File: src/rtl/spi_cmd_arbiter.sv
// Round-robin packet arbiter sharing the SPI write FIFO between host command bytes and auto-readout packets.
// Grant costs one IDLE cycle; fifo_full stalls any state with state and length held, nothing lost or duplicated.
module spi_cmd_arbiter #(
  parameter logic [7:0]  AUTO_CMD    = 8'h00,
  parameter logic [7:0]  IDLE_BYTE   = 8'hBC,
  parameter int unsigned SYNC_STAGES = 2
) (
  input  logic        clock,
  input  logic        reset,
  input  logic        enable,
  input  logic        auto_enable,
  input  logic [15:0] poll_period,
  input  logic [7:0]  read_len,
  input  logic [7:0]  host_data,
  input  logic        host_valid,
  input  logic        host_last,
  output logic        host_ready,
  input  logic        interruptB,
  output logic [7:0]  fifo_data,
  output logic        fifo_wr_en,
  input  logic        fifo_full,
  output logic        busy,
  output logic        grant_host,
  output logic        grant_auto,
  output logic [15:0] auto_count
);

  typedef enum logic [1:0] {
    IDLE      = 2'd0,
    HOST_XFER = 2'd1,
    AUTO_HDR  = 2'd2,
    AUTO_FILL = 2'd3
  } state_t;

  state_t                 state_q;
  logic [SYNC_STAGES-1:0] sync_q;
  logic                   intb_s;
  logic                   pending_q, pending_d;
  logic [15:0]            poll_q, poll_d;
  logic                   poll_expire;
  logic                   last_auto_q;
  logic [7:0]             len_q;
  logic [15:0]            auto_count_q;
  logic                   busy_q, grant_host_q, grant_auto_q;
  logic                   arb_open, gnt_host, gnt_auto;
  logic                   in_auto;

  always_ff @(posedge clock) begin
    if (reset) sync_q <= '1;
    else       sync_q <= {sync_q[SYNC_STAGES-2:0], interruptB};
  end

  assign intb_s  = sync_q[SYNC_STAGES-1];
  assign in_auto = (state_q == AUTO_HDR) || (state_q == AUTO_FILL);

  // On a tie the requester that did not win last time gets the bus.
  assign arb_open = (state_q == IDLE) && enable;
  assign gnt_host = arb_open && host_valid && (!pending_q || last_auto_q);
  assign gnt_auto = arb_open && pending_q && (!host_valid || !last_auto_q);

  // >= guards against poll_period being lowered below the running count.
  assign poll_expire = auto_enable && (poll_period != 16'd0) &&
                       (poll_q >= poll_period - 16'd1);

  // Counter is held at zero for the whole auto packet so the next poll is spaced from its end.
  always_comb begin
    poll_d = poll_q + 16'd1;
    if (!auto_enable || (poll_period == 16'd0) || gnt_auto || in_auto || poll_expire)
      poll_d = 16'd0;
  end

  always_comb begin
    pending_d = pending_q;
    if (!intb_s || poll_expire) pending_d = 1'b1;
    if (gnt_auto)               pending_d = 1'b0;
    if (!auto_enable)           pending_d = 1'b0;
  end

  always_comb begin
    host_ready = 1'b0;
    fifo_wr_en = 1'b0;
    fifo_data  = 8'h00;
    case (state_q)
      HOST_XFER: begin
        host_ready = !fifo_full;
        fifo_wr_en = host_valid && !fifo_full;
        fifo_data  = host_data;
      end
      AUTO_HDR: begin
        fifo_wr_en = !fifo_full;
        fifo_data  = AUTO_CMD;
      end
      AUTO_FILL: begin
        fifo_wr_en = !fifo_full;
        fifo_data  = IDLE_BYTE;
      end
      default: ;
    endcase
  end

  always_ff @(posedge clock) begin
    if (reset) begin
      state_q      <= IDLE;
      pending_q    <= 1'b0;
      poll_q       <= 16'd0;
      last_auto_q  <= 1'b1;
      len_q        <= 8'd0;
      auto_count_q <= 16'd0;
      busy_q       <= 1'b0;
      grant_host_q <= 1'b0;
      grant_auto_q <= 1'b0;
    end else begin
      pending_q <= pending_d;
      poll_q    <= poll_d;
      case (state_q)
        IDLE: begin
          if (gnt_host) begin
            state_q      <= HOST_XFER;
            last_auto_q  <= 1'b0;
            busy_q       <= 1'b1;
            grant_host_q <= 1'b1;
          end else if (gnt_auto) begin
            state_q      <= AUTO_HDR;
            len_q        <= read_len;
            last_auto_q  <= 1'b1;
            busy_q       <= 1'b1;
            grant_auto_q <= 1'b1;
          end
        end
        HOST_XFER: begin
          if (host_valid && !fifo_full && host_last) begin
            state_q      <= IDLE;
            busy_q       <= 1'b0;
            grant_host_q <= 1'b0;
          end
        end
        AUTO_HDR: begin
          if (!fifo_full) begin
            if (len_q == 8'd0) begin
              state_q      <= IDLE;
              busy_q       <= 1'b0;
              grant_auto_q <= 1'b0;
              auto_count_q <= auto_count_q + 16'd1;
            end else begin
              state_q <= AUTO_FILL;
            end
          end
        end
        AUTO_FILL: begin
          if (!fifo_full) begin
            len_q <= len_q - 8'd1;
            if (len_q == 8'd1) begin
              state_q      <= IDLE;
              busy_q       <= 1'b0;
              grant_auto_q <= 1'b0;
              auto_count_q <= auto_count_q + 16'd1;
            end
          end
        end
        default: begin
          state_q      <= IDLE;
          busy_q       <= 1'b0;
          grant_host_q <= 1'b0;
          grant_auto_q <= 1'b0;
        end
      endcase
    end
  end

  assign busy       = busy_q;
  assign grant_host = grant_host_q;
  assign grant_auto = grant_auto_q;
  assign auto_count = auto_count_q;

endmodule
File: config.mk
export PLATFORM = sky130hd
export DESIGN_NAME = spi_cmd_arbiter
export DESIGN_NICKNAME = d
export VERILOG_FILES = /design/src/rtl/spi_cmd_arbiter.sv
export SDC_FILE = /design/constraint.sdc
export NUM_CORES = 1
export LEC_CHECK = 0
export CAP_MARGIN = 25
export CORE_UTILIZATION = 30
export DETAILED_ROUTE_END_ITERATION = 10
export GPL_TIMING_DRIVEN = 0
export MAX_ROUTING_LAYER = met4
export PLACE_DENSITY = 0.51
export SLEW_MARGIN = 30
export SYNTH_ARGS = -nofsm -noshare
export SYNTH_HDL_FRONTEND = slang
export SYNTH_SLANG_ARGS = --single-unit
File: constraint.sdc
create_clock -name clock -period 6.1 [get_ports clock]
set_input_delay 1.22 -clock clock [delete_from_list [all_inputs] [get_ports clock]]
set_output_delay 1.22 -clock clock [all_outputs]
set_load 0.05 [all_outputs]
==> After elaboration in Yosys (flattened, before gate mapping) <==
Index checks and enable logic that the tools add are counted.
W data, S select, Z words.
{ "op_classes": {"n_reduce_logical": 42, "n_eq_ne": 13, "muxes": 33, "add_sub_neg": 4, "bitwise": 1, "magnitude_cmp": 1} }
{ "op_table": {"columns": ["cell", "count"], "rows": [
  ["$mux W16", 4],
  ["$add A16 B1 Y16 const B", 2],
  ["$pmux W16 S2", 1],
  ["$pmux W8 S2", 2],
  ["$mux W8", 3],
  ["$ge A16 B16 Y1", 1],
  ["$logic_not A16 Y1", 1],
  ["$reduce_bool A16 Y1", 1],
  ["$sub A16 B1 Y16 const B", 1],
  ["$mux W2", 7],
  ["$ne A2 B2 Y1 const B", 6],
  ["$mux W1", 11],
  ["$reduce_and A5 Y1", 2],
  ["$logic_and A1 B1 Y1", 9],
  ["$eq A8 B1 Y1 const B", 1],
  ["$logic_not A8 Y1", 1],
  ["$logic_or A1 B1 Y1", 8],
  ["$pmux W2 S4", 1],
  ["$reduce_bool A2 Y1", 4],
  ["$sub A8 B1 Y8 const B", 1],
  ["$reduce_and A7 Y1", 1],
  ["$logic_not A1 Y1", 6],
  ["$reduce_and A6 Y1", 1],
  ["$eq A2 B2 Y1 const B", 2],
  ["other kinds (14)", 17]
]} }
{ "word_totals": {"out_inout_bits": 29, "ff_bits": 49} }

==> Logic depth before layout (Yosys ltp) <==
{ "logic_depth": {"word_depth": 8, "depth_mapped": 13, "mapped_depth_nobuf": 12} }

==> Least setup slack after synthesis <==
No wires, ideal clock.
{ "synth_path": {"path_kind": "in2reg", "start": "input poll_period[5]", "end": "register poll_q[10]", "t_arrival_ps": 3863, "stages": 11, "setup_slack_ps": 2173, "required_ps": 6036, "setup_ps": 64, "path_buffers": 1, "cell_sequence": "or4_1 or4_4 nor4_2 xnor2_1 ha_1 nand4_1 o21bai_1 a222oi_1 nand3_1 buf_2 nor2_1"} }
{ "synth_via": {"elab_chain_len": 6, "elab_cells_between_ends": 11, "cone_classes": "1 x add/sub; 1 x order compare; 9 x reduce/logical"} }
{ "synth_lines": {"columns": ["item", "line_no", "rtl"], "rows": [
  ["start: declaration", "12", "input logic [15:0] poll_period,"],
  ["parallel branches: the longest is 4 deep, another holds $sub A16 B1 Y16", null, null],
  ["$logic_or A1 B1 Y1 *", "68", "if (!auto_enable || (poll_period == 16'd0) || gnt_auto || in_auto || poll_expire)"],
  ["$reduce_or A2 Y1 (no line) *", null, null],
  ["end signal: assignment", "114", "poll_q <= poll_d;"],
  ["end: declaration", "39", "logic [15:0] poll_q, poll_d;"]
]} }
Mark *: on every way between the ends.
A chain may end at the register's enable or synchronous reset.

==> Worst setup path in the final report <==
{ "layout_path": {"start": "input poll_period[0]", "end": "register poll_q[5]"} }
The elaborated chain is that of the path after synthesis.

==> out/results.ini <==
[synthesis]
synth_largest_area_cell=dfxtp_1
yosysUniqueCellTypes=47
synth_enable_flop_cells=0
synth_ff_type=dfxtp_1
synth_seq_cells=49
yosys-top-cells-area=dfxtp_1 (33%), ha_1 (9.2%), nor2_1 (8.1%)
yosysTopAreaCellShare_pct=32.90
syn_nets=432
synth-async-reset-ratio_pct=0
yosysSeqAreaShare_pct=32.90
yosysWarningCount=0
synth_cells=370
syn_area_mm2=0.002982
syn_area_per_cell_um2=8.058

[floorplan]
rows=36
die_width_um=101.7
boundaryPins=69
fp.coreArea_mm2=0.009684
start_util_pct=30.79
die_area_mm2=0.01034
die_h_um=101.7

[placement]
pre_cts_ws_ns=1.218
place_congestion=0.8427
dpl.cell_count=571
dp_hpwl_um=6130
port_buffers=68

[sta]
finalHoldViolations=0
setup_tns_ns=0
fmax_mhz=220.8
max_slew_margin_pct=53.64
fin_crit_ns=4.528
finClkSkew_ns=0.01104
setup_viol=0
rsz0062_at_grt=false
period_share_pct=74.23
whs_ns=0.4219
drv_slew=0
worstMarginPinSlew_ns=0.6761
fin_ws_ns=1.572

[hold_path]
hold_class=reg2reg

[cells_and_area]
most-common-layout-cells=clkdlybuf4s50_1 (68), nor2_1 (64), dfxtp_1 (49), a21oi_1 (23)
final_nets=507
final_common_cell=clkdlybuf4s50_1
drive_gt1_share_pct=4.709
diodes=0
layout.cells.non_filler=579
areaGrowthSynthToFinish_pct=32.90

[grt]
antenna_found_initial=0
grt_overflow_total=0
grt_pass1_wl_um=13040
grt_use_total_pct=16.47
grt_max_degree=16
grt_pass1_vias=2726

[cts]
insertion_delay_ns=0.30
h-tree-depth=2
cts-root-buf=clkbuf_8
ctsHoldBuffers=0
cts_setup_buffers=0
cts_resized=0
cts_made_buffers=5
clockBufferDepth=2
clkTransAtPathRegs_ns=0.10
cts_tree=yes
cts.sink_count=49

[critical_path]
crit_end=poll_q[5]
worst_ep_required_time_ns=6.34
crit_fanout=10
cp.depth=14
end_kind=flip-flop
start_kind=input port
slowest_stage=or4b_1
r2r_end=poll_q[5]
rrSetupSlack_ns=3.89
worstPathArrival_ns=4.77
cp_num_buf_inv=3
path_delay_family=simple AND/OR/NAND/NOR gates
cp-startpoint=poll_period[0]
path_class=in2reg
reg2reg_depth=8
reg2reg_from=poll_q[0]
crit_chain=clkdlybuf4s50_1, inv_1, ha_1, or4b_1, nor2_1, nand2_1, xor2_1, ha_1, nand4_1, o21bai_1, a222oi_1, nand3_1, buf_2, nor2_1
critPathMaxStageDelay_ns=0.52

[pwr]
p_leak_uw=0.001397
power_density_mw_per_mm2=179.4
peakVddDrop_uv=115.2

[job]
drv_cap=0

[routing]
totalWireLength_um=7871
vias=2804
drtAntennaViolNets=0
wl_per_cell_um=13.59
first_iter_violations=66
drc_errors=0
viasPerCell=4.843
firstDrtPassIters=4

[run_status]
status=completed

[where the power goes]
| part | internal [uW] | switching, uW | leakage (uW) |
|---|---|---|---|
| clock network | 163 | 115 | 0.0000681 |
| registers | 324 | 3.00 | 0.000396 |
| logic | 48.8 | 57.1 | 0.000933 |
| total | 536 | 175 | 0.00140 |
[synthesized netlist by cell type (6+ instances only)]
master	n
a21oi_1	23
dfxtp_1	49
ha_1	22
inv_1	12
nand2_1	22
nand2b_1	7
nand3_1	17
nand4_1	11
nor2_1	64
nor3_1	12
nor4_1	6
o21ai_0	17
xnor2_1	18
xor2_1	21
[worst min path at each step]
stage | slack, ns | depth (start not counted) | from | to
floorplan | 0.39 | 1 | sync_q[0] | sync_q[1]
finish | 0.42 | 1 | sync_q[0] | sync_q[1]
global route | 0.44 | 1 | sync_q[0] | sync_q[1]
detailed placement | 0.40 | 1 | sync_q[0] | sync_q[1]
global placement | 0.40 | 1 | sync_q[0] | sync_q[1]
CTS | 0.43 | 1 | sync_q[0] | sync_q[1]
[registers in the layout, summed over array words and instances, names as in the netlist]
signal / cells
state_q: 2
grant_auto: 1
poll_q: 16
last_auto_q: 1
grant_host: 1
auto_count: 16
busy: 1
pending_q: 1
len_q: 8
sync_q: 2
[stage by stage]
step | util (%) | cell area, um2 | total power, uW
floorplan | - | 2982 | 389.1
global placement | 39.53 | 3829 | 440.7
detailed placement | 39.53 | 3829 | 440.9
CTS | 40.92 | 3963 | 719.9
global route | 40.92 | 3963 | 741.8
finish | 40.92 | 3963 | 711.1
[worst reg2reg max path: cells and delay by family (launching register included)]
kind            cells  cell delay [ns]
compound gates      2             0.55
fa+ha+maj           1             0.27
buf+inv             2             0.34
flops               1             0.41
simple gates        3             0.59
[metal layers]
metal,part of all wire (%),global-route usage (%),up-vias
met1,47,20.69,1297
met5,0,-,-
met3,3.0,2.553,4
li1,-,-,1462
met2,49,28.01,41
met4,0.86,3.010,0
[kinds of logic (layout without fill, tap and decap cells)]
family	count (synthesis)	count (layout)	synth area share [%]
AND/OR/NAND/NOR	175	175	30.30
AO/OA/AOI/OAI	62	62	12.67
flip-flops	49	49	32.90
XOR/XNOR	39	39	11.46
adder cells (fa/ha/maj)	22	22	9.232
buffers and inverters	21	97	2.769
multiplexers	2	2	0.6714
[layout make-up]
cell class / instances / area (um2)
Fill cell: 1002 / 5722
Multi-Input combinational cell: 300 / 1918
Sequential cell: 49 / 980.9
Timing Repair Buffer: 68 / 680.7
Tap cell: 133 / 166.4
Clock buffer: 5 / 68.82
Clock inverter: 3 / 65.06
Inverter: 12 / 45.04
Buffer: 9 / 37.54
Note: power is estimated with default switching activity, not from simulation.
